--- config.mk ---
export PLATFORM = sky130hd
export DESIGN_NAME = expr_pipe_eval
export DESIGN_NICKNAME = d
export VERILOG_FILES = /design/src/rtl/expr_pipe_eval_pkg.sv /design/src/rtl/expr_pipe_eval_lane.sv /design/src/rtl/expr_pipe_eval.sv
export SDC_FILE = /design/constraint.sdc
export NUM_CORES = 1
export LEC_CHECK = 0
export CORE_MARGIN = 5
export CORE_UTILIZATION = 48
export CTS_BUF_LIST = sky130_fd_sc_hd__clkbuf_4 sky130_fd_sc_hd__clkbuf_8
export CTS_CLUSTER_SIZE = 14
export DETAILED_ROUTE_END_ITERATION = 16
export GPL_TIMING_DRIVEN = 0
export PLACE_DENSITY = 0.81
export SLEW_MARGIN = 15
export SYNTH_ARGS = -nofsm -noshare
export SYNTH_HDL_FRONTEND = slang
export SYNTH_SLANG_ARGS = --single-unit
--- constraint.sdc ---
create_clock -name clk -period 1.6 [get_ports clk]
set_input_delay 0.24 -clock clk [delete_from_list [all_inputs] [get_ports clk]]
set_output_delay 0.24 -clock clk [all_outputs]
set_load 0.005 [all_outputs]
--- src/rtl/expr_pipe_eval_pkg.sv ---
// Shared types for the lane-parallel expression pipeline.
// Holds the operation encoding and the result-width helper.
package expr_pipe_eval_pkg;

    typedef enum logic [2:0] {
        OP_ADD   = 3'd0,
        OP_SUB   = 3'd1,
        OP_XNOR  = 3'd2,
        OP_EQ    = 3'd3,
        OP_LE    = 3'd4,
        OP_SHR   = 3'd5,
        OP_MUL   = 3'd6,
        OP_RXNOR = 3'd7
    } op_e;

    localparam int OP_W = 3;

    function automatic int res_w(input int w);
        return 2 * w;
    endfunction

endpackage

--- src/rtl/expr_pipe_eval_lane.sv ---
// One combinational operand lane: extends A/B to 2*W and applies op.
// Signedness is fixed per instance.
module expr_lane
    import expr_pipe_eval_pkg::*;
#(
    parameter int W      = 6,
    parameter bit SIGNED = 1'b0
) (
    input  op_e              op,
    input  logic [W-1:0]     a,
    input  logic [W-1:0]     b,
    output logic [2*W-1:0]   y
);

    localparam int RW = 2 * W;
    localparam int SW = $clog2(RW);

    logic [RW-1:0] ax;
    logic [RW-1:0] bx;
    logic [SW-1:0] shamt;
    logic          le;

    assign ax    = SIGNED ? {{W{a[W-1]}}, a} : {{W{1'b0}}, a};
    assign bx    = SIGNED ? {{W{b[W-1]}}, b} : {{W{1'b0}}, b};
    assign shamt = bx[SW-1:0];
    assign le    = SIGNED ? ($signed(ax) <= $signed(bx)) : (ax <= bx);

    always_comb begin
        y = '0;
        unique case (op)
            OP_ADD:   y = ax + bx;
            OP_SUB:   y = ax - bx;
            OP_XNOR:  y = ~(ax ^ bx);
            OP_EQ:    y = {{(RW-1){1'b0}}, ax == bx};
            OP_LE:    y = {{(RW-1){1'b0}}, le};
            OP_SHR:   y = SIGNED ? RW'($signed(ax) >>> shamt) : (ax >> shamt);
            OP_MUL:   y = ax * bx;
            OP_RXNOR: y = {{(RW-1){1'b0}}, ~^{a, b}};
            default:  y = '0;
        endcase
    end

endmodule

--- src/rtl/expr_pipe_eval.sv ---
// Lane-parallel expression evaluator with a stall-all valid/ready pipe.
// Results form in stage 1 and shift through STAGES-1 delay registers.
module expr_pipe_eval
    import expr_pipe_eval_pkg::*;
#(
    parameter int               LANES       = 6,
    parameter int               W           = 6,
    parameter logic [LANES-1:0] SIGNED_MASK = 6'b111000,
    parameter int               STAGES      = 2
) (
    input  logic                      clk,
    input  logic                      rst_n,
    input  logic                      in_valid,
    output logic                      in_ready,
    input  logic [2:0]                op,
    input  logic [LANES*W-1:0]        a,
    input  logic [LANES*W-1:0]        b,
    output logic                      out_valid,
    input  logic                      out_ready,
    output logic [LANES*2*W-1:0]      y,
    output logic [15:0]               txn_count
);

    localparam int RW = res_w(W);
    localparam int YW = LANES * RW;

    logic [YW-1:0]                 res;
    logic [STAGES-1:0]             valid_q;
    logic [STAGES-1:0][YW-1:0]     data_q;
    logic [15:0]                   txn_q;

    for (genvar i = 0; i < LANES; i++) begin : g_lane
        expr_lane #(
            .W      (W),
            .SIGNED (SIGNED_MASK[i])
        ) u_lane (
            .op (op_e'(op)),
            .a  (a[(LANES-1-i)*W +: W]),
            .b  (b[(LANES-1-i)*W +: W]),
            .y  (res[(LANES-1-i)*RW +: RW])
        );
    end

    assign out_valid = valid_q[STAGES-1];
    assign y         = data_q[STAGES-1];
    assign in_ready  = out_ready || !out_valid;
    assign txn_count = txn_q;

    // One global enable: a stalled output freezes every stage.
    always_ff @(posedge clk or negedge rst_n) begin
        if (!rst_n) begin
            valid_q <= '0;
            data_q  <= '0;
            txn_q   <= '0;
        end else begin
            if (in_ready) begin
                valid_q[0] <= in_valid;
                if (in_valid) begin
                    data_q[0] <= res;
                end
                for (int s = 1; s < STAGES; s++) begin
                    valid_q[s] <= valid_q[s-1];
                    data_q[s]  <= data_q[s-1];
                end
            end
            if (out_valid && out_ready) begin
                txn_q <= txn_q + 16'd1;
            end
        end
    end

endmodule

# After elaboration in Yosys (flattened, before gate mapping)
# Index checks and enable logic that the tools add are counted.
# op_classes
n_reduce_logical	11
shifts	6
n_bitwise	12
add_sub_neg	13
n_eq_ne	13
multipliers	6
magnitude_cmp	6
muxes	6
# op_table
op	n
12-bit one-hot mux with 8 select lines	6
6-bit by 6-bit multiplier with 12-bit output	6
12-bit inverter	6
12-bit XNOR reduction	6
6-bit by 6-bit adder with 7-bit output	6
6-bit by 6-bit subtractor with 7-bit output	6
12-bit == test	3
6-bit <= comparator	6
6-bit by 4-bit right shift with 12-bit output	3
6-bit by 4-bit >>> shifter with 12-bit output	3
12-bit bitwise XOR	3
6-bit == test	3
6-bit bitwise XOR	3
16-bit by 1-bit adder with 16-bit output, second input constant	1
3-bit == test, second input constant	4
3-bit by 2-bit == test with 1-bit output, second input constant	2
3-bit by 1-bit == test with 1-bit output, second input constant	1
3-bit logical NOT	1
2-bit AND reduction	1
1-bit logical AND	1
1-bit logical NOT	1
1-bit logical OR	1
# word_totals
register_bits	162

# Logic depth before layout (Yosys ltp)
# logic_depth
ltp_word	3
mapped_depth	17
depth_no_buf	16

# Cells and area by module
# Synthesis repeated with hierarchy kept, for this count alone.
# unflattened
cells_unflattened	2340
area_unflattened_um2	20044.2
# by_module_without_submodules
mod	area_each_um2	cells_each	n_inst	seq_area_each_um2
expr_pipe_eval	6663.9	590	1	4053.9
expr_lane at g_lane[0].u_lane ...	2077.0	281	3	0.0
expr_lane at g_lane[3].u_lane	2404.8	302	1	0.0
expr_lane at g_lane[4].u_lane	2388.5	307	1	0.0
expr_lane at g_lane[5].u_lane	2356.0	298	1	0.0

# Least setup slack after synthesis
# No wires, ideal clock.
# synth_timing
path_kind	input to register
startpoint	in b[12]
endpoint	reg data_q[33] (netlist bit)
path_buffers	2
setup_time_ps	147
arrival_ps	4122
cell_stages	15
required_ps	1453
slack_ps	-2669
cell_sequence	buf_2 > buf_2 > nand2_1 > fa_1 > fa_1 > inv_1 > fa_1 > fa_1 > ha_1 > a211oi_1 > nor2_1 > o21a_1 > or3_1 > a311oi_1 > o21ai_1
# synth_via
elab_chain_cells	2
# synth_lines
element	line	rtl
start, declared	expr_pipe_eval.sv:17	input logic [LANES*W-1:0] b,
6-bit by 6-bit multiplier with 12-bit output, or another cell as far along	expr_pipe_eval_lane.sv:37	OP_MUL: y = ax * bx;
12-bit one-hot mux with 8 select lines (*)	expr_pipe_eval_lane.sv:30	unique case (op)
end signal, assigned by index	expr_pipe_eval.sv:63	data_q[s] <= data_q[s-1];
end, declared	expr_pipe_eval.sv:29	logic [STAGES-1:0][YW-1:0] data_q;
# Every way passes the cells marked *; elsewhere a longest branch is shown, timed or not.
# A chain may end at the register's enable or synchronous reset.

# Worst setup path in the final report
# layout_timing
startpoint	in a[16]
endpoint	reg data_q[33] (netlist bit)
# layout_via
elab_chain_cells	2
# layout_lines
element	line	rtl
start, declared	expr_pipe_eval.sv:16	input logic [LANES*W-1:0] a,
6-bit by 6-bit multiplier with 12-bit output, or another cell as far along	expr_pipe_eval_lane.sv:37	
12-bit one-hot mux with 8 select lines (*)	expr_pipe_eval_lane.sv:30	
# Marks and branches as above.

==> summary.txt <==
outcome: finished, violations left
root buf cell: clkbuf_8
crit end category: register
Layout Nets: 3157
Main synth FF type: dfrtp_1
Starting Density: 48.8%
Slew Viols, Final: 0
Die X: 212 um
number of global-route vias before repair: 19481
worst reg2reg startpoint: valid_q[1]$_DFFE_PN0N_
share of power burned in registers: 22.1%
power per cell area: 942 nW/um2
Syn Inst Count: 2338
Psw: 0.0113 W
CTS tree: done
clock skew: 0.0178 ns
Syn Area/Cell: 8.35 um2
Syn Std Cell Area: 19500 um2
clk slew on worst S/H paths: 0.11 ns
Clk pwr share: 12.5%
H-tree levels: 4
Total Wirelength: 73400 um
Setup crit start: a[16]
post-synthesis cell type count: 86
CP required: 1.95 ns
RSZ-0062 raised after global routing: yes
YS warnings: 0
Fin Hold WS: 0.136 ns
max-cap viol count: 0
Worst Setup EP: data_q[33]$_DFFE_PN0P_
critical path class: in -> reg
r2r setup slk: -0.69 ns
CP arrival: 4.18 ns
worst-case vdd ir drop: 688 uV
initial DRC count: 1872
Hold Crit Depth: 3
grt ovf: 0
DIE AREA: 44800 um2
Hold Crit Class: in -> reg
layout cells sized above 1: 33.6%
DR pass1 iterations: 5
worst reg2reg path depth: 7
register bit total from synthesis: 162
gpl congestion: 0.983
row cnt: 73
CTS buffer count: 17
Int Power: 0.0146 W
CP max FO: 3
Antenna Violating Nets Remaining: 0
DP HPWL: 50500 um
Seq/Total Area, Yosys: 20.8%
power share of the combinational group: 65.5%
initial antenna violation count: 1
via count: 19210
crit path launch type: input port
worst-margin pin slew: 1.21 ns
die height: 212 um
via-per-instance ratio: 5.87
worst setup margin: -2.23 ns
leakage: 12.9 nW
clk buf depth: 2
Hold Crit Start: b[6]
core region area: 40000 um2
global-route wire length before repair: 110000 um
Synth Net Count: 2760
DR DRC count: 0
CTS sink cnt: 162
routed len/inst: 22.4 um
diode count: 0
failing checks: setup timing
worst skew pair latency: 0.51 ns
final period utilization: 239%
final setup fails: 71
Tmin final: 3.83 ns
maximum number of pins on one net before global-route repair: 101
Post-synth EDFFs: 0
Util after Layout: 68.6%
IO Pins: 169
Sw Ratio: 43.5%
Fin. Hold Viols: 0
reg2reg end: data_q[53]$_DFFE_PN0P_
Tot GR Track Use: 30.9%
Area Growth Syn to Fin: 40.7%
highest clock rate: 261 MHz
asr flop ratio synth: 100%
Slew headroom: 19.1%
IO buf count: 167
## synthesized netlist by cell type (all sizes together) (15+ instances only)
cell type	number	area [um2]
xnor2	135	1190
o21bai	18	135
inv	255	957
a211oi	30	230
nor3	38	210
and2	67	419
o211ai	16	120
o21ai	94	470
nor2	174	658
fa	141	2820
clkbuf	53	201
nand2	377	1420
ha	202	2530
xor2	30	263
dfrtp	162	4050
mux2i	32	320
nand3	17	85.1
buf	132	856
a21oi	121	606
a221o	15	150
nand2b	27	169
## cell families after synthesis
family,share of synthesized area [%]
AO/OA/AOI/OAI,14.9
XOR/XNOR,7.44
adder cells (fa/ha/maj),27.4
buffers and inverters,10.3
flip-flops,20.8
multiplexers,2.16
AND/OR/NAND/NOR,17.0
## sequential cells by signal, summed over array words and instances, names as in the netlist
name       count
txn_count     16
valid_q        2
y             72
data_q        72
## cell usage in the layout, fill, tap and decap left out, drive strengths merged, types with 10 or more instances in the layout
cell type / netlist / final
a2111oi: 11 / 11
a211oi: 30 / 30
a21o: 14 / 14
a21oi: 121 / 121
a221o: 15 / 15
a221oi: 11 / 11
and2: 67 / 67
buf: 132 / 429
clkbuf: 53 / 59
dfrtp: 162 / 162
dlygate4sd2: 0 / 84
fa: 141 / 141
ha: 202 / 202
inv: 255 / 252
mux2i: 32 / 32
nand2: 377 / 377
nand2b: 27 / 27
nand3: 17 / 17
nand4: 11 / 11
nor2: 174 / 174
nor2b: 13 / 13
nor3: 38 / 38
o211ai: 16 / 16
o21ai: 94 / 94
o21bai: 18 / 18
o221ai: 11 / 11
o22ai: 10 / 10
xnor2: 135 / 135
xor2: 30 / 30
## final cells by class
cell class	count	area (um2)
Tap cell	525	657
Sequential cell	162	4050
Clock buffer	17	234
Buffer	172	1660
Fill cell	2948	12600
Multi-Input combinational cell	1736	15900
Inverter	255	1060
Clock inverter	15	179
Timing Repair Buffer	391	3700
## through the flow
stage / instances / setup TNS (ns) / setup WS, ns / instance area (um2) / power (W)
floorplan: 2338 / -87.38 / -2.46 / 20800 / 0.0146
global placement: 3030 / -1245.91 / -6.34 / 23200 / 0.0185
detailed placement: 3031 / -229.23 / -3.60 / 23200 / 0.0190
CTS: 3229 / -71.79 / -2.17 / 26000 / 0.0238
global route: 3273 / -79.68 / -2.30 / 27500 / 0.0274
finish: 3273 / -75.04 / -2.23 / 27500 / 0.0259
## worst max-delay path: stages
cell and delay (ns):
buf_8 0.08, buf_8 0.09, and2_4 0.14, inv_2 0.04, fa_1 0.48, fa_1 0.49
inv_1 0.05, fa_1 0.46, fa_1 0.60, ha_4 0.23, a211oi_4 0.23, nor2_1 0.08
o21a_1 0.19, or3_1 0.34, a311oi_2 0.34, o21ai_1 0.09
## power by group through the flow
stage | clock network, W | logic, W | registers, W
2_1_floorplan | 0 | 0.00902 | 0.00554
3_3_place_gp | 0 | 0.0127 | 0.00577
3_5_place_dp | 0 | 0.0131 | 0.00581
4_1_cts | 0.00321 | 0.0150 | 0.00565
5_1_grt | 0.00339 | 0.0182 | 0.00579
6_report | 0.00323 | 0.0169 | 0.00570
## metal layers
layer | vias to the layer above | track usage [%] | routed length, um
li1 | 8471 | - | -
met5 | - | 0 | 12
met4 | 2 | 10.9 | 3390
met2 | 1094 | 51.1 | 35000
met1 | 9396 | 40.7 | 28500
met3 | 247 | 5.71 | 6460
## worst min-delay path by stage
stage	endpoint
6_report	data_q[12]$_DFFE_PN0P_
5_1_grt	data_q[12]$_DFFE_PN0P_
3_3_place_gp	valid_q[1]$_DFFE_PN0N_
3_5_place_dp	y[42]$_DFFE_PN0N_
2_1_floorplan	data_q[0]$_DFFE_PN0P_
4_1_cts	data_q[12]$_DFFE_PN0P_
## repair_timing
item | in CTS | in global routing
gates cloned | 1 | 2
buffers inserted | 172 | 54
resized for setup | 836 | 270
pin swaps | 188 | 159
endpoints found under the setup margin | 241 | 116
endpoints found under the hold margin | 62 | 0
hold buffers | 1 | 0
Note: power is estimated with default switching activity, not from simulation.
